[config.mk]
export PLATFORM = sky130hd
export DESIGN_NAME = sram_req_queue
export DESIGN_NICKNAME = d
export VERILOG_FILES = /design/src/rtl/sram_pkg.sv /design/src/rtl/sram_cmd_fifo.sv /design/src/rtl/sram_req_queue.sv
export SDC_FILE = /design/constraint.sdc
export NUM_CORES = 1
export LEC_CHECK = 0
export CORE_ASPECT_RATIO = 0.7
export CORE_UTILIZATION = 35
export DETAILED_ROUTE_END_ITERATION = 8
export SYNTH_ARGS = -nofsm -noshare
export SYNTH_HDL_FRONTEND = slang
export SYNTH_SLANG_ARGS = --single-unit
[constraint.sdc]
create_clock -name clk -period 4.2 [get_ports clk]
set_clock_uncertainty 0.15 [all_clocks]
set_input_delay 0.84 -clock clk [delete_from_list [all_inputs] [get_ports clk]]
set_output_delay 0.84 -clock clk [all_outputs]
set_load 0.02 [all_outputs]
[src/rtl/sram_pkg.sv]
// Shared SRAM front-end definitions: FSM encoding,
// controller idle code and default bus widths.
package sram_pkg;

  localparam int SRAM_AW = 4;
  localparam int SRAM_DW = 4;

  localparam logic [1:0] CTL_IDLE = 2'd0;

  typedef enum logic [1:0] {
    ST_IDLE      = 2'd0,
    ST_ISSUE     = 2'd1,
    ST_WAIT_BUSY = 2'd2,
    ST_WAIT_DONE = 2'd3
  } q_state_t;

endpackage

[src/rtl/sram_cmd_fifo.sv]
// Command FIFO: DEPTH entries of W bits,
// head visible on dout while non-empty.
module sram_cmd_fifo #(
  parameter int DEPTH = 4,
  parameter int W     = 9
) (
  input  logic                   clk,
  input  logic                   rst,
  input  logic                   push,
  input  logic                   pop,
  input  logic [W-1:0]           din,
  output logic [W-1:0]           dout,
  output logic                   full,
  output logic                   empty,
  output logic [$clog2(DEPTH):0] count
);

  localparam int PW = $clog2(DEPTH);
  localparam int CW = PW + 1;

  logic [W-1:0]  mem [DEPTH];
  logic [PW-1:0] wr_ptr;
  logic [PW-1:0] rd_ptr;
  logic          do_push;
  logic          do_pop;

  assign full    = (count == CW'(DEPTH));
  assign empty   = (count == '0);
  // A full FIFO refuses a push even when a pop frees a slot
  assign do_push = push && !full;
  assign do_pop  = pop && !empty;
  assign dout    = mem[rd_ptr];

  always_ff @(posedge clk or negedge rst) begin
    if (!rst) begin
      wr_ptr <= '0;
      rd_ptr <= '0;
      count  <= '0;
    end else begin
      if (do_push) wr_ptr <= wr_ptr + 1'b1;
      if (do_pop)  rd_ptr <= rd_ptr + 1'b1;
      if (do_push && !do_pop)
        count <= count + 1'b1;
      else if (do_pop && !do_push)
        count <= count - 1'b1;
    end
  end

  always_ff @(posedge clk) begin
    if (do_push) mem[wr_ptr] <= din;
  end

endmodule

[src/rtl/sram_req_queue.sv]
// Host request queue in front of the SRAM controller:
// issues one command at a time, returns read data.
module sram_req_queue
  import sram_pkg::*;
#(
  parameter int DEPTH = 4,
  parameter int AW    = SRAM_AW,
  parameter int DW    = SRAM_DW,
  parameter int TMO   = 4
) (
  input  logic          clk,
  input  logic          rst,
  input  logic          req_valid,
  output logic          req_ready,
  input  logic          req_we,
  input  logic [AW-1:0] req_addr,
  input  logic [DW-1:0] req_wdata,
  output logic          rsp_valid,
  output logic [AW-1:0] rsp_addr,
  output logic [DW-1:0] rsp_rdata,
  output logic          ctl_write,
  output logic          ctl_read,
  output logic [AW-1:0] ctl_addr,
  output logic [DW-1:0] ctl_wdata,
  input  logic [DW-1:0] ctl_rdata,
  input  logic [1:0]    ctl_state,
  output logic          busy,
  output logic          err_tmo
);

  localparam int W  = 1 + AW + DW;
  localparam int CW = $clog2(DEPTH) + 1;
  localparam int TW = $clog2(TMO + 1);

  q_state_t      state;
  q_state_t      state_nxt;
  logic [W-1:0]  head;
  logic          full;
  logic          empty;
  logic [CW-1:0] count;
  logic          pop;
  logic          rsp_set;
  logic          tmo_fire;
  logic          cmd_we;
  logic [TW-1:0] tmo_cnt;
  logic          h_we;
  logic [AW-1:0] h_addr;
  logic [DW-1:0] h_wdata;

  assign req_ready = !full;
  assign busy      = (count != '0) || (state != ST_IDLE);
  assign {h_we, h_addr, h_wdata} = head;

  sram_cmd_fifo #(
    .DEPTH (DEPTH),
    .W     (W)
  ) u_fifo (
    .clk   (clk),
    .rst   (rst),
    .push  (req_valid && req_ready),
    .pop   (pop),
    .din   ({req_we, req_addr, req_wdata}),
    .dout  (head),
    .full  (full),
    .empty (empty),
    .count (count)
  );

  always_comb begin
    state_nxt = state;
    pop       = 1'b0;
    rsp_set   = 1'b0;
    tmo_fire  = 1'b0;
    unique case (state)
      ST_IDLE: begin
        if (!empty && ctl_state == CTL_IDLE) begin
          pop       = 1'b1;
          state_nxt = ST_ISSUE;
        end
      end
      ST_ISSUE: state_nxt = ST_WAIT_BUSY;
      ST_WAIT_BUSY: begin
        if (ctl_state != CTL_IDLE) begin
          state_nxt = ST_WAIT_DONE;
        end else if (tmo_cnt == TW'(TMO - 1)) begin
          tmo_fire  = 1'b1;
          state_nxt = ST_IDLE;
        end
      end
      ST_WAIT_DONE: begin
        if (ctl_state == CTL_IDLE) begin
          rsp_set   = !cmd_we;
          state_nxt = ST_IDLE;
        end
      end
      default: state_nxt = ST_IDLE;
    endcase
  end

  always_ff @(posedge clk or negedge rst) begin
    if (!rst) state <= ST_IDLE;
    else      state <= state_nxt;
  end

  // Strobes are loaded on the pop edge so they are high exactly in ISSUE
  always_ff @(posedge clk or negedge rst) begin
    if (!rst) begin
      ctl_write <= 1'b0;
      ctl_read  <= 1'b0;
      ctl_addr  <= '0;
      ctl_wdata <= '0;
      cmd_we    <= 1'b0;
    end else begin
      ctl_write <= pop && h_we;
      ctl_read  <= pop && !h_we;
      if (pop) begin
        ctl_addr  <= h_addr;
        ctl_wdata <= h_wdata;
        cmd_we    <= h_we;
      end
    end
  end

  always_ff @(posedge clk or negedge rst) begin
    if (!rst) begin
      rsp_valid <= 1'b0;
      rsp_addr  <= '0;
      rsp_rdata <= '0;
    end else begin
      rsp_valid <= rsp_set;
      if (rsp_set) begin
        rsp_addr  <= ctl_addr;
        rsp_rdata <= ctl_rdata;
      end
    end
  end

  always_ff @(posedge clk or negedge rst) begin
    if (!rst) begin
      tmo_cnt <= '0;
      err_tmo <= 1'b0;
    end else begin
      if (state == ST_WAIT_BUSY) tmo_cnt <= tmo_cnt + 1'b1;
      else                       tmo_cnt <= '0;
      if (tmo_fire) err_tmo <= 1'b1;
    end
  end

endmodule

# Word-level counts from Yosys, hierarchy flattened
# Memory sizes are Yosys's and may differ from the RTL's.
# Cells that the tools add are included.
# Widths: inputs -> output; s select.
word_totals:
  reg_bits: 33
  mem_bits_rw: 36
  inputBits: 18
  output_inout_bits: 22
  wordCells: 68
  mem_count: 1
classes:
  add_sub_neg: 5
  eq_ne: 8
  n_mux: 17
  reduce_logical: 23
memory_table:
  columns: ["name", "words", "word_bits", "read_ports", "rd_ports_with_merged_regs", "wr", "line_no", "text"]
  rows:
  - ["u_fifo.mem", 4, 9, 1, 0, 1, "sram_cmd_fifo.sv:21", "logic [W-1:0] mem [DEPTH];"]
ops:
  columns: ["op", "n"]
  rows:
  - ["$mux 1", 9]
  - ["$mux 3", 3]
  - ["$logic_and 1x1->1", 8]
  - ["$mux 2", 4]
  - ["$pmux 2 s4", 1]
  - ["$add 3x1->3 const B", 2]
  - ["$logic_not 1->1", 6]
  - ["$reduce_bool 2->1", 3]
  - ["$add 2x1->2 const B", 2]
  - ["$eq 2x2->1 const B", 2]
  - ["$logic_not 2->1", 2]
  - ["$ne 2x2->1 const B", 2]
  - ["$eq 3x2->1 const B", 1]
  - ["$eq 3x3->1 const B", 1]
  - ["$logic_not 3->1", 1]
  - ["$ne 3x3->1 const B", 1]
  - ["$reduce_and 3->1", 1]
  - ["$reduce_bool 3->1", 1]
  - ["$sub 3x1->3 const B", 1]
  - ["$eq 2x1->1 const B", 1]
  - ["$logic_or 1x1->1", 1]

# Depth between registers and ports, before layout
# Gate-level depths: netlist of the first run.
depth:
  word_depth: 9
  ltp_mapped: 10
  depth_no_buf: 8

# By module
# A second synthesis of the first run with hierarchy kept.
hier_totals:
  cells_unflattened: 153
  area_unflattened_um2: 2776.4
by_module_without_submodules:
  columns: ["mod", "n_inst", "cells_per_inst", "area_per_inst_um2", "seq_area_each_um2"]
  rows:
  - ["sram_cmd_fifo", 1, 83, 1721.7, 1256.2]
  - ["sram_req_queue", 1, 70, 1054.8, 650.6]

# Worst setup path after synthesis of the first run
# Ideal clock, no wire load.
synth_path:
  kind: "in2reg"
  from: "input port ctl_state[1]"
  to: "register u_fifo.count[1]"
  setup_ns: 0.125
  t_arrival_ns: 2.279
  t_required_ns: 3.925
  path_slack_ns: 1.646
  path_stages: 7
  n_path_buf: 1
  path_cell_list: "nor4_4 nand2_2 buf_6 ha_1 inv_1 fa_1 mux2_2"
synth_via:
  elab_chain_cells: 8
  elab_cells_between_ends: 10
  cone_classes: "mux (3); reduce/logical (7)"
synth_lines:
  columns: ["element", "line_no", "text"]
  rows:
  - ["start, declared", "sram_req_queue.sv:26", "input logic [1:0] ctl_state,"]
  - ["$logic_not 2->1 (*)", "sram_req_queue.sv:76", "if (!empty && ctl_state == CTL_IDLE) begin"]
  - ["$logic_and 1x1->1 (*)", "sram_req_queue.sv:76", null]
  - ["$mux 1 (*)", "sram_req_queue.sv:76", null]
  - ["$mux 1 (*)", "sram_req_queue.sv:74", "unique case (state)"]
  - ["$logic_and 1x1->1 (*)", "sram_cmd_fifo.sv:31", "assign do_pop = pop && !empty;"]
  - ["$logic_not 1->1", "sram_cmd_fifo.sv:42", "if (do_push && !do_pop)"]
  - ["$logic_and 1x1->1", "sram_cmd_fifo.sv:42", null]
  - ["$mux 3 / $reduce_bool 2->1 (equally long branches)", null, null]
  - ["end signal, assigned", "sram_cmd_fifo.sv:43", "count <= count + 1'b1;"]
  - ["end signal, assigned", "sram_cmd_fifo.sv:45", "count <= count - 1'b1;"]
  - ["end, declared", "sram_cmd_fifo.sv:15", "output logic [$clog2(DEPTH):0] count"]
# Mark *: on every way between the ends. The rest lies on a longest branch, timed or not.
# A chain may end at the register's enable or synchronous reset.

# Final worst setup path of the first run
layout_path:
  from: "register u_fifo.count[2]"
  to: "output port busy"
layout_via:
  elab_chain_cells: 2
layout_lines:
  columns: ["element", "line_no", "text"]
  rows:
  - ["$reduce_bool 3->1", "sram_req_queue.sv:51", "assign busy = (count != '0) || (state != ST_IDLE);"]
  - ["$logic_or 1x1->1", "sram_req_queue.sv:51", null]
  - ["end, declared", "sram_req_queue.sv:27", "output logic busy,"]
# Every way passes these cells.

==> run_results.csv, run 1 <==
group,metric,value,unit
placed_design,dp_slack,948,ps
cells_and_area,area_delta_synth_final,24.4,%
synth,syn_area,2720,um2
synth,synth_area_leaders,"edfxtp_1 40%, dfrtp_1 30%, mux4_2 7.5%",
power_and_ir_drop,vdd_drop_max,0.000294,V
synth,yosysTopAreaCell,"edfxtp_1",
synth,synth_cell_types,27,
synth,ys.flop_type,"edfxtp_1",
route,routedWlPerCell,15.3,um
timing,slew_headroom,56.2,%
synth,ys_seq_elements,69,
route,antenna_left,0,
power_and_ir_drop,combPwrFrac,31.1,%
power_and_ir_drop,p_sw,681,uW
worst_setup_path,r2r_slack,1660,ps
worst_setup_path,crit_buf_inv,1,
worst_setup_path,regToRegEndpoint,"u_fifo.count[2]",
timing,hold_viol,0,
route,num_vias,1357,
floorplanning,die_h,75.7,um
job,drv_cap,0,
cells_and_area,nFillCells,644,
floorplanning,die-area,8120,um2
placed_design,dp.cells,281,
cts,cts_sinks,69,
worst_setup_path,critPathMaxFanout,4,
worst_setup_path,end_kind,"output pin",
cts,htreeDepth,3,
cts,cts_buffers,9,
min_path,hold_path.class,"register to register",
synth,synthCells,147,
grt,grt-ovfl-total,0,
worst_setup_path,path_depth,3,
timing,tns,0,ps
placed_design,gp_congestion,0.744,
route,drcViolationCount,0,
timing,slew_violations,0,
worst_setup_path,cp_slowest_stage_delay,540,ps
cells_and_area,instances_no_fill,297,
worst_setup_path,slowest_stage,"clkdlybuf4s50_1",
route,drtPass1Iterations,3,
min_path,hold_start,"tmo_cnt[0]",
worst_setup_path,rr_worst_depth,8,
synth,synth_nets,173,
power_and_ir_drop,p_leak,0.00132,uW
synth,avgSynthCellArea,18.5,um2
synth,synth_async_sr_flop_share,47.8,%
worst_setup_path,crit_arrival,2080,ps
route,first_iter_violations,46,
min_path,hold_end,"tmo_cnt[0]",
route,wl,4550,um
floorplanning,coreArea,7420,um2
cells_and_area,nets,220,
placed_design,portBuffers,39,
synth,synth-edff-count,36,
cts,post-cts-setup-buffers,0,
worst_setup_path,crit_family,"simple AND/OR/NAND/NOR gates",
cts,cts_tree,"built",
worst_setup_path,worstSetupStartpointType,"register",
synth,yosysTopAreaCellShare,39.8,%
cts,root_buffer,"clkbuf_8",
worst_setup_path,cp_data_required_time,3210,ps
synth,seq_area_frac_synth,70.2,%
grt,track_usage,12.7,%
power_and_ir_drop,power.share.clock,20.8,%
cts,clk_path_buf_depth,2,
synth,yosys-top-cells-count,"36 x edfxtp_1, 33 x dfrtp_1, 13 x mux2_2",
power_and_ir_drop,power_frac_seq,48.1,%
power_and_ir_drop,swShare,30.4,%
worst_setup_path,cpMostUsedCell,"or3_1",
run_status,status,"completed",
timing,period_share,73.2,%
worst_setup_path,rr_startpoint,"u_fifo.count[2]",
power_and_ir_drop,power-per-cell-area,663,nW/um2
cells_and_area,drive_gt1_share,21.1,%
cts,clk_latency,330,ps
floorplanning,ios,40,
placed_design,dp_hpwl,3220,um
cts,cts_hold_buf,0,
timing,fmax,325,MHz
grt,grt_start_max_net_pins,34,
grt,grt_pass1_wl,7380,um
worst_setup_path,crit_chain,"or3_1 -> or3_1 -> clkdlybuf4s50_1",
grt,first_global_vias,1477,
worst_setup_path,path_class,"register to output pin",
power_and_ir_drop,power.internal,1560,uW
route,vias_per_cell,4.57,
floorplanning,start_util,36.6,%
timing,min_period,3070,ps
floorplanning,die_w,107,um
synth,yosysWarnings,0,
cts,path_clk_slew,70,ps
timing,setup_ws,1130,ps
grt,antenna_found_initial,0,
timing,grt_setup_unrepaired,"no",
synth,yosysMostFrequentCell,"edfxtp_1",
floorplanning,rows,26,
min_path,min_path_cells,1,
cells_and_area,antenna_cells,0,
timing,setup_viol,0,
cts,post_cts_resized,0,
timing,worst_pin_slew,657,ps
routing by layer:
layer  up-vias  share of wire (%)  GRT usage [%]
li1        640                  -              -
met1       671                 45           14.6
met2        38                 48           22.1
met3         8                5.5           5.39
met4         0                1.2           4.11
met5         -                  0              0
registers in the layout, summed over array words and instances (netlist names), 2 cells and up:
register	flops
state	2
u_fifo.wr_ptr	2
rsp_addr	4
ctl_addr	4
tmo_cnt	3
u_fifo.count	3
u_fifo.rd_ptr	2
ctl_wdata	4
u_fifo.mem	36
rsp_rdata	4
stage by stage:
| stage | total power [uW] | instance area (um2) | hold WS, ps | util [%] |
|---|---|---|---|---|
| final | 2240 | 3380 | 289 | 45.5 |
| after global routing | 2380 | 3380 | 304 | 45.5 |
| after CTS | 2280 | 3380 | 294 | 45.5 |
| after detailed placement | 1810 | 3200 | 285 | 43.2 |
| after global placement | 1770 | 3200 | 268 | 43.2 |
| after floorplan | 1500 | 2720 | 258 | - |
placed cells by master, fill, tap and decap left out, drive strengths merged:
| cell | instances |
|---|---|
| or3 | 2 |
| nor2 | 6 |
| and2 | 4 |
| o21a | 1 |
| dfrtp | 33 |
| xnor2 | 4 |
| mux2 | 18 |
| mux4 | 9 |
| nand4b | 1 |
| o211ai | 1 |
| a21o | 1 |
| buf | 1 |
| clkdlybuf4s50 | 39 |
| xor2 | 2 |
| a21boi | 1 |
| edfxtp | 36 |
| nor4 | 1 |
| ha | 7 |
| and3 | 2 |
| a41o | 1 |
| clkinvlp | 1 |
| nand2 | 4 |
| fa | 1 |
| clkbuf | 15 |
| o21ai | 1 |
| nand3 | 1 |
| inv | 6 |
power by group through the flow:
stage	clock network [uW]	registers, uW	logic, uW
2_1_floorplan	0	1110	386
3_3_place_gp	0	1080	686
3_5_place_dp	0	1090	711
4_1_cts	483	1080	712
5_1_grt	509	1110	759
6_report	466	1080	696
worst max path at each step:
stage | end | startpoint
6_report | busy | u_fifo.count[2]
5_1_grt | busy | u_fifo.count[2]
4_1_cts | busy | u_fifo.count[2]
3_5_place_dp | u_fifo.count[1] | ctl_state[1]
3_3_place_gp | u_fifo.count[1] | ctl_state[1]
2_1_floorplan | u_fifo.count[1] | ctl_state[1]
cell type report:
class | count | area [um2] | share of cell area [%]
Tap cell | 98 | 123 | 3.63
Timing Repair Buffer | 40 | 398 | 11.8
Multi-Input combinational cell | 68 | 754 | 22.3
Clock inverter | 1 | 7.51 | 0.222
Clock buffer | 15 | 166 | 4.93
Sequential cell | 69 | 1910 | 56.4
Inverter | 6 | 22.5 | 0.667
worst register-to-register path, cell delays in order (launching register included):
cell,delay [ps]
dfrtp_1,410
or3_1,450
nand2_2,320
ha_1,250
inv_1,60
fa_1,380
xor2_1,160
nor2_1,130
xor2_1,160
cell families (layout without fill, tap and decap cells):
kind of cell | Yosys count | after routing | synth area share (%)
adders and majority gates | 8 | 8 | 3.96
xor gates and xnor gates | 6 | 6 | 1.93
and+or+nand+nor | 21 | 21 | 4.61
DFF | 69 | 69 | 70.2
muxes | 27 | 27 | 15.6
AOI/OAI and AO/OA | 6 | 6 | 1.66
buffers and inverters | 10 | 62 | 2.03
Power figures use the tool's default switching activity.
==> run 2, diff against run 1 <==
Clock period 4.2 ns to 3.22 ns, I/O delays scaled along.
==> run 2 against run 1 <==
  * Power up 34%
  * Count of clock-buffer cells in the layout shrank 3
  * Clock power grew 47%
  * Sequential share of layout area fell by 0.56 points
  * Critical path type unchanged
==> run_results.csv, run 2 (synthesis gave the netlist of run 1 again) <==
group,metric,value,unit
cts,root_buffer,"clkbuf_8",
grt,antenna_found_initial,0,
grt,track_usage,13.4,%
cells_and_area,top_register,"u_fifo.mem",
cells_and_area,drive_gt1_share,22.9,%
worst_setup_path,crit_buf_inv,1,
cells_and_area,antenna_cells,0,
placed_design,place_area,3220,um2
cts,htreeDepth,3,
power_and_ir_drop,p_leak,0.00134,uW
route,routedWlPerCell,15.3,um
worst_setup_path,cpMostUsedCell,"or3_1",
timing,min_period,2860,ps
route,wl,4570,um
floorplanning,ios,40,
worst_setup_path,cp_slowest_stage_delay,540,ps
route,drtPass1Iterations,4,
grt,grt_pass1_wl,7620,um
cts,post-cts-setup-buffers,0,
cts,cts_buffers,9,
cts,cts_hold_buf,0,
cells_and_area,area_delta_synth_final,25.6,%
grt,grt-ovfl-total,0,
cells_and_area,design_area,3410,um2
cts,cts_tree,"built",
power_and_ir_drop,vdd_drop_max,0.000375,V
placed_design,dp_slack,432,ps
floorplanning,die_h,75.7,um
timing,fmax,349,MHz
route,num_vias,1388,
timing,worst_pin_slew,644,ps
worst_setup_path,slowest_stage,"clkdlybuf4s50_1",
worst_setup_path,r2r_slack,990,ps
run_status,status,"completed",
worst_setup_path,crit_chain,"or3_1 -> or3_1 -> clkdlybuf4s50_1",
timing,slew_headroom,57.1,%
floorplanning,die-area,8120,um2
worst_setup_path,path_class,"register to output pin",
route,first_iter_violations,45,
route,antenna_left,0,
worst_setup_path,cp_data_required_time,2430,ps
timing,setup_viol,0,
cts,clk_path_buf_depth,2,
timing,setup_ws,357,ps
placed_design,portBuffers,39,
timing,slew_violations,0,
cells_and_area,final_util,46.0,%
route,vias_per_cell,4.64,
min_path,hold_path.class,"register to register",
floorplanning,start_util,36.6,%
worst_setup_path,end_kind,"output pin",
cells_and_area,largest_reg_flops,36,
floorplanning,coreArea,7420,um2
floorplanning,rows,26,
cells_and_area,final_cell_mix,"39 x clkdlybuf4s50_1, 36 x edfxtp_1, 33 x dfrtp_1, 13 x mux2_2, 10 x clkbuf_8",
timing,grt_setup_unrepaired,"no",
worst_setup_path,crit_family,"simple AND/OR/NAND/NOR gates",
placed_design,dp_hpwl,3090,um
worst_setup_path,worstSetupStartpointType,"register",
cells_and_area,nFillCells,655,
timing,hold_viol,0,
worst_setup_path,critPathMaxFanout,4,
cts,cts_sinks,69,
cells_and_area,nets,222,
timing,period_share,88.9,%
grt,grt_start_max_net_pins,34,
job,drv_cap,0,
cells_and_area,layout_commonest_cell,"clkdlybuf4s50_1",
grt,first_global_vias,1480,
cts,path_clk_slew,70,ps
cts,post_cts_resized,0,
power_and_ir_drop,power-per-cell-area,880,nW/um2
placed_design,gp_congestion,0.705,
timing,tns,0,ps
floorplanning,die_w,107,um
route,drcViolationCount,0,
cts,clk_latency,340,ps
worst_setup_path,crit_arrival,2070,ps
==> run 2: changes by cell type in the layout (fill, tap and decap cells not counted) <==
cell       before  now
clkinv_2        0    2
clkbuf_8       11   10
buf_4           1    3
clkbuf_1        4    2
bufinv_16       0    1
==> run 2: cell type report <==
class                      instances  area (um2)  share of cell area [%]
inverter                           6        22.5                   0.660
clock buffer                      12         145                    4.25
timing repair buffer              42         413                    12.1
sequential                        69        1910                    55.9
multi-input combinational         68         754                    22.1
clock inverter                     4        47.5                    1.39
tap                               98         123                    3.59
==> run 2: per-stage QoR <==
stage                     hold WS, ps  instances  total power (uW)
after floorplan                   198        147              1960
after global placement            268        283              2300
after detailed placement          293        283              2350
after CTS                         303        299              3050
after global routing              309        299              3190
final                             297        299              3000
==> run 2: final timing paths <==
kind / startpoint / end / cells past startpoint
min in group asynchronous: rst / state[1] / 2
hold / removal: tmo_cnt[0] / tmo_cnt[0] / 1
hold reg to reg: tmo_cnt[0] / tmo_cnt[0] / 1
setup reg to reg: u_fifo.count[2] / u_fifo.count[2] / 8
max in group asynchronous: rst / rsp_addr[2] / 2
setup / recovery: u_fifo.count[2] / busy / 3
==> run 2: layer usage <==
layer / share of wire (%) / track usage, % / vias up
met2: 48 / 22.3 / 42
met4: 1.6 / 5.48 / 0
met5: 0 / 0 / -
met1: 44 / 15.5 / 694
li1: - / - / 642
met3: 6.6 / 5.82 / 10
==> run 2: power breakdown <==
part / total (uW) / switching (uW) / internal [uW]
Sequential: 1400 / 196 / 1200
Combinational: 922 / 405 / 518
Clock: 686 / 309 / 377
==> run 3, diff against run 2 <==
--- a/config.mk
+++ b/config.mk
@@ -9,4 +9,5 @@
 export CORE_UTILIZATION = 35
 export DETAILED_ROUTE_END_ITERATION = 8
+export GPL_TIMING_DRIVEN = 0
 export SYNTH_ARGS = -nofsm -noshare
 export SYNTH_HDL_FRONTEND = slang
==> constraint.sdc (replaced) <==
create_clock -name clk -period 3.22 [get_ports clk]
set_clock_uncertainty 0.15 [all_clocks]
set_input_delay 0.483 -clock clk [delete_from_list [all_inputs] [get_ports clk]]
set_output_delay 0.483 -clock clk [all_outputs]
set_load 0.02 [all_outputs]
==> run 3 against run 2 <==
  * Non-clock buffer count is 1 higher
  * Routed wire length is 3.0% lower
  * Final area decreased by 0.62%
  * Core utilization shrank 0.29 points
  * Critical path depth stayed put
  * Worst hold slack worse by 240 ps
  * Maximum frequency is 3.7% higher
  * Worst setup slack better by 100 ps
  * Global-route usage fell by 0.61 points
  * Flip-flop and latch count unchanged
  * Largest cell class unchanged
  * Largest power group unchanged
  * Highest routed layer unchanged
==> run_results.csv, run 3 (synthesis gave the netlist of run 1 again) <==
group,metric,value,unit
run_status,status,"completed",
route,wl,4430,um
worst_setup_path,worstSetupStartpointType,"register",
min_path,hold_path.class,"input port to async pin",
floorplanning,die_h,75.7,um
cts,cts_hold_buf,0,
cts,post-cts-setup-buffers,0,
cts,path_clk_slew,70,ps
floorplanning,die-area,8120,um2
power_and_ir_drop,p_sw,904,uW
placed_design,portBuffers,39,
cts,cts_tree,"built",
job,drv_cap,0,
cells_and_area,design_area,3390,um2
floorplanning,ios,40,
power_and_ir_drop,combPwrFrac,33.8,%
worst_setup_path,end_kind,"output pin",
cells_and_area,largest_reg_flops,36,
route,num_vias,1346,
cts,clk_path_buf_depth,2,
placed_design,dp_slack,349,ps
grt,antenna_found_initial,0,
worst_setup_path,path_class,"register to output pin",
timing,slew_violations,0,
placed_design,dp_hpwl,2880,um
worst_setup_path,critPathMaxFanout,4,
floorplanning,coreArea,7420,um2
grt,first_global_vias,1344,
timing,grt_setup_unrepaired,"no",
cts,cts_sinks,69,
cts,htreeDepth,3,
worst_setup_path,crit_arrival,2130,ps
timing,period_share,85.7,%
power_and_ir_drop,power.share.clock,20.3,%
cts,root_buffer,"clkbuf_8",
cells_and_area,nFillCells,672,
grt,grt_start_max_net_pins,34,
cells_and_area,nets,223,
power_and_ir_drop,swShare,31.2,%
route,drcViolationCount,0,
floorplanning,start_util,36.6,%
cells_and_area,area_delta_synth_final,24.8,%
worst_setup_path,cp_data_required_time,2590,ps
floorplanning,die_w,107,um
power_and_ir_drop,power-per-cell-area,855,nW/um2
placed_design,place_area,3220,um2
timing,setup_viol,0,
cts,cts_buffers,9,
cts,post_cts_resized,0,
power_and_ir_drop,power_frac_seq,45.9,%
grt,grt-ovfl-total,0,
timing,worst_pin_slew,755,ps
grt,grt_pass1_wl,7130,um
timing,fmax,362,MHz
route,vias_per_cell,4.49,
cells_and_area,layout_commonest_cell,"clkdlybuf4s50_1",
power_and_ir_drop,vdd_drop_max,0.000321,V
timing,slew_headroom,49.7,%
grt,track_usage,12.7,%
cts,clk_latency,340,ps
placed_design,gp_congestion,0.673,
timing,min_period,2760,ps
route,drtPass1Iterations,4,
route,antenna_left,0,
cells_and_area,antenna_cells,0,
route,routedWlPerCell,14.8,um
timing,tns,0,ps
floorplanning,rows,26,
cells_and_area,top_register,"u_fifo.mem",
cells_and_area,final_cell_mix,"38 x clkdlybuf4s50_1, 36 x edfxtp_1, 33 x dfrtp_1, 13 x mux2_2",
power_and_ir_drop,p_leak,0.00134,uW
power_and_ir_drop,power.internal,1990,uW
timing,hold_viol,0,
timing,setup_ws,460,ps
cells_and_area,drive_gt1_share,24.3,%
route,first_iter_violations,46,
-- run 3: worst paths after layout --
path                            cells after the start            start  slack (ps)              end
worst max-delay path                                3  u_fifo.count[2]         460             busy
worst min-delay path                                1              rst          50       tmo_cnt[2]
worst max register to register                      9  u_fifo.count[2]         740  u_fifo.count[2]
worst min register to register                      1       tmo_cnt[0]         290       tmo_cnt[0]
max in group asynchronous                           1              rst        2380     rsp_rdata[0]
min in group clk                                    1       tmo_cnt[0]         290       tmo_cnt[0]
-- run 3: final cells by class --
class	count	area [um2]	area share (%)
sequential	69	1910	56.2
multi-input combinational	68	754	22.3
timing repair buffer	39	385	11.4
clock buffer	9	124	3.65
tap	98	123	3.62
clock inverter	7	42.5	1.25
buffer	4	32.5	0.959
inverter	6	22.5	0.664
-- run 3: routing by layer --
| metal | share of wire (%) | GRT usage (%) | wire, um | vias up |
|---|---|---|---|---|
| li1 | - | - | - | 650 |
| met3 | 7.3 | 6.50 | 323 | 4 |
| met1 | 51 | 17.0 | 2260 | 652 |
| met2 | 41 | 18.1 | 1820 | 40 |
| met5 | 0 | 0 | 0 | - |
| met4 | 0.68 | 4.11 | 30 | 0 |
-- run 3: power by group through the flow --
stage          clock [uW]  sequential [uW]  combinational, uW
3_5_place_dp            0             1350                996
2_1_floorplan           0             1450                503
5_1_grt               656             1370               1060
4_1_cts               613             1330               1000
3_3_place_gp            0             1350                987
6_report              588             1330                980
-- run 3: critical path: stages, from the launching register on --
cell and delay [ps]:
dfrtp_1 420, or3_1 450, or3_1 360, clkdlybuf4s50_1 560
-- run 3: per-stage QoR --
stage	total power (uW)	hold WS, ps	instances	util [%]
global route	3080	112	300	45.7
global placement	2330	272	284	43.5
detailed placement	2350	286	284	43.5
floorplan	1960	37.4	147	-
finish	2900	52.9	300	45.7
CTS	2950	77.6	300	45.7
==> RTL change 1: new RTL, config.mk and constraints of run 3 <==
Set the parameter `TMO` to 8 (it was 4).
--- a/src/rtl/sram_req_queue.sv
+++ b/src/rtl/sram_req_queue.sv
@@ -8,3 +8,3 @@
   parameter int DW    = SRAM_DW,
-  parameter int TMO   = 4
+  parameter int TMO   = 8
 ) (
Function: changed (a bounded check fails within 10 cycles, from zero or initial values and one cycle with rst low).
==> RTL change 1 against run 3 <==
- sequential share of layout area shrank 0.33 points
- synthesized area increased by 1.0%
- cell count up 1.3%
- sequential cell count rose by 1
- critical path depth did not move
- wire length grew 1.6%
- highest routed layer unchanged
- die area grew 0.99%
- power up 0.12%
- largest cell class unchanged
- final area is 1.9% higher
- worst setup slack improved by 0.25 ns
==> RTL change 1: results (changes against run 3) <==
status=completed (unchanged); Placement Setup Slack=0.3988 ns (was 0.3494 ns); leakage power=1.352 nW (was 1.337 nW); layout cells sized above 1=26.21% (was 24.26%); commonest cells in the netlist=edfxtp_1 (36), dfrtp_1 (34), mux2_2 (18) (was edfxtp_1 (36), dfrtp_1 (33), mux2_2 (13)); WL met3=317 um (was 323 um); antenna violations before repair=0 (unchanged); placed standard-cell area=3252 um2 (was 3224 um2); asr flop ratio synth=48.57% (was 47.83%); combinational power=874 uW (was 980 uW); Pint=2.019 mW (was 1.995 mW); final WL=4504 um (was 4434 um); total setup buffers inserted after CTS=0 (unchanged); met2 Resource Use GR=16.92% (was 18.14%); NumNets Final=226 (was 223); slew margin rel.=49.06% (was 49.68%); Tot GR Track Use=12.17% (was 12.74%); largest net degree at the start of global routing=35 (was 34); Mapped Cells=151 (was 147); non-filler cells in the finished layout=304 (was 300); first-pass GRT wire length=7224 um (was 7134 um); initial DRC count=24 (was 46); net count after synthesis=176 (was 173); Distinct cells, synth=28 (was 27); Sw Share=30.44% (was 31.18%); placed cells=288 (was 284); Adder-Cell Fraction of Synth Area=3.466% (was 3.961%); VDD IR max=0.0003714 V (was 0.0003208 V); multiplexer share of the synthesized area=14.77% (was 15.61%); hpwl dp=3137 um (was 2885 um); total vias in the final route=1373 (was 1346); M3 GR Usage=6.159% (was 6.501%); Synth area leaders=edfxtp_1 (39%), dfrtp_1 (31%), mux2_2 (7.4%) (was edfxtp_1 (40%), dfrtp_1 (30%), mux4_2 (7.5%)); Met2 Wirelength=2033 um (was 1822 um); Synth Area in Compound Gates=1.642% (was 1.658%)
-- RTL change 1: cell type report --
class	count	area, um2
buffer	3	27.53
clock buffer	9	123.9
clock inverter	7	80.08
fill	663	3994
inverter	5	18.77
multi-input combinational	73	765.7
sequential	70	1932
tap	98	122.6
timing repair buffer	39	385.4
-- RTL change 1: final timing paths --
kind | startpoint | end | slack, ns | depth (start not counted)
max | u_fifo.count[0]$_DFFE_PN0P_ | busy | 0.71 | 3
min | rst | tmo_cnt[0]$_DFF_PN0_ | 0.06 | 1
max reg2reg | u_fifo.count[0]$_DFFE_PN0P_ | u_fifo.count[2]$_DFFE_PN0P_ | 0.82 | 9
min reg2reg | tmo_cnt[0]$_DFF_PN0_ | tmo_cnt[0]$_DFF_PN0_ | 0.31 | 1
max in group asynchronous | rst | ctl_wdata[2]$_DFFE_PN0P_ | 2.36 | 1
min in group clk | tmo_cnt[0]$_DFF_PN0_ | tmo_cnt[0]$_DFF_PN0_ | 0.31 | 1
==> RTL change 2: new RTL, config.mk and constraints of run 3 <==
Without the edit above. Re-encode `q_state_t` (4 states) as one-hot, 4 bits wide.
--- a/src/rtl/sram_pkg.sv
+++ b/src/rtl/sram_pkg.sv
@@ -9,7 +9,7 @@
 
-  typedef enum logic [1:0] {
-    ST_IDLE      = 2'd0,
-    ST_ISSUE     = 2'd1,
-    ST_WAIT_BUSY = 2'd2,
-    ST_WAIT_DONE = 2'd3
+  typedef enum logic [3:0] {
+    ST_IDLE      = 4'b0001,
+    ST_ISSUE     = 4'b0010,
+    ST_WAIT_BUSY = 4'b0100,
+    ST_WAIT_DONE = 4'b1000
   } q_state_t;
Formal check against the unedited RTL: same outputs for any inputs over 10 cycles, from zero or initial values and one cycle with rst low; not proved beyond that.
==> RTL change 2 against run 3 <==
- critical path depth rose by 6
- hold slack improved by 0.058 ns
- synthesized cell count grew 6.8%
- power increased by 11%
- combinational power fell by 11%
- highest routed layer unchanged
- largest cell class unchanged
- via count increased by 7.6%
- wire length increased by 5.9%
- final area is 9.3% higher
- utilization increased by 1.2 points
- sequential cell count increased by 2
- non-clock buffer count up 1
- critical endpoint is now u_fifo.count[1]$_DFFE_PN0P_
- synthesized area is 5.7% higher
- worst setup slack improved by 0.067 ns
==> RTL change 2: results (changes against run 3) <==
multiplexer share of the synthesized area=15.04% (was 15.61%); leakage power=1.473 nW (was 1.337 nW); Synth Area in Compound Gates=1.613% (was 1.658%); Adder-Cell Fraction of Synth Area=3.749% (was 3.961%); asr flop ratio synth=49.30% (was 47.83%); status=completed (unchanged); largest net degree at the start of global routing=36 (was 34); Distinct cells, synth=35 (was 27); Routed wire per std cell=15.01 um (was 14.78 um); xor/xnor share of the synthesized area=2.136% (was 1.935%); Placement Setup Slack=0.1902 ns (was 0.3494 ns); drt via density=4.626 (was 4.487); non-filler cells in the finished layout=313 (was 300); placed standard-cell area=3382 um2 (was 3224 um2); Tot GR Track Use=11.96% (was 12.74%); net count after synthesis=183 (was 173); wl on met1=2402 um (was 2257 um); vias in the first global route=1373 (was 1344); CP delay by family, top=buffers and inverters (was simple AND/OR/NAND/NOR gates); CTS Root Cell=clkbuf_16 (was clkbuf_8); commonest cells in the netlist=edfxtp_1 (36), dfrtp_1 (34), mux2_2 (11) (was edfxtp_1 (36), dfrtp_1 (33), mux2_2 (13)); Avg Cell Area, Syn=18.28 um2 (was 18.48 um2); clock latency on the worst-skew pair=0.32 ns (was 0.34 ns); CTS clk-pin slew, worst paths=0.05 ns (was 0.07 ns); Met2 Wirelength=2028 um (was 1822 um); M3 GR Usage=5.294% (was 6.501%); slew margin rel.=45.88% (was 49.68%); VDD IR max=0.0003463 V (was 0.0003208 V); WL met3=246 um (was 323 um); Seq/Total Area, Yosys=68.22% (was 70.20%); crit path max fanout=10 (was 4); NumNets Final=233 (was 223); met1 layer usage reported by global route=16.22% (was 16.97%)
[RTL change 2: cell count changes after synthesis, sizes merged, moves of 2 or more]
| cell | before | now |
|---|---|---|
| nand2 | 4 | 1 |
| nand3b | 0 | 2 |
| nand4 | 0 | 2 |
| nor2 | 6 | 8 |
| nor4b | 0 | 3 |
[RTL change 2: area by class of cell]
type,instances,area (um2)
Timing Repair Buffer,39,385.4
Sequential cell,71,1958
Buffer,5,46.29
Tap cell,101,126.4
Clock buffer,10,239.0
Fill cell,699,4200
Clock inverter,6,83.83
Inverter,6,22.52
Multi-Input combinational cell,75,843.3
[RTL change 2: where the power goes]
group | switching [mW] | total [mW] | internal [mW]
Sequential | 0.115 | 1.30 | 1.18
Combinational | 0.402 | 0.873 | 0.472
Clock | 0.350 | 1.04 | 0.694
[RTL change 2: logic make-up after synthesis]
group / Yosys count
AND/OR/NAND/NOR: 28
buffers and inverters: 11
multiplexers: 27
flip-flops: 71
XOR/XNOR: 7
adder cells (fa/ha/maj): 8
AO/OA/AOI/OAI: 5
[RTL change 2: path summary, 6_finish.rpt]
path	from	to	slack, ns	cells after the start
min reg2reg	tmo_cnt[0]$_DFF_PN0_	tmo_cnt[0]$_DFF_PN0_	0.28	1
min	rst	tmo_cnt[1]$_DFF_PN0_	0.11	1
max reg2reg	state[0]$_DFFE_PN1P_	u_fifo.count[1]$_DFFE_PN0P_	0.67	8
max in group asynchronous	rst	rsp_rdata[0]$_DFFE_PN0P_	2.30	1
min in group clk	tmo_cnt[0]$_DFF_PN0_	tmo_cnt[0]$_DFF_PN0_	0.28	1
max	ctl_state[1]	u_fifo.count[1]$_DFFE_PN0P_	0.53	9
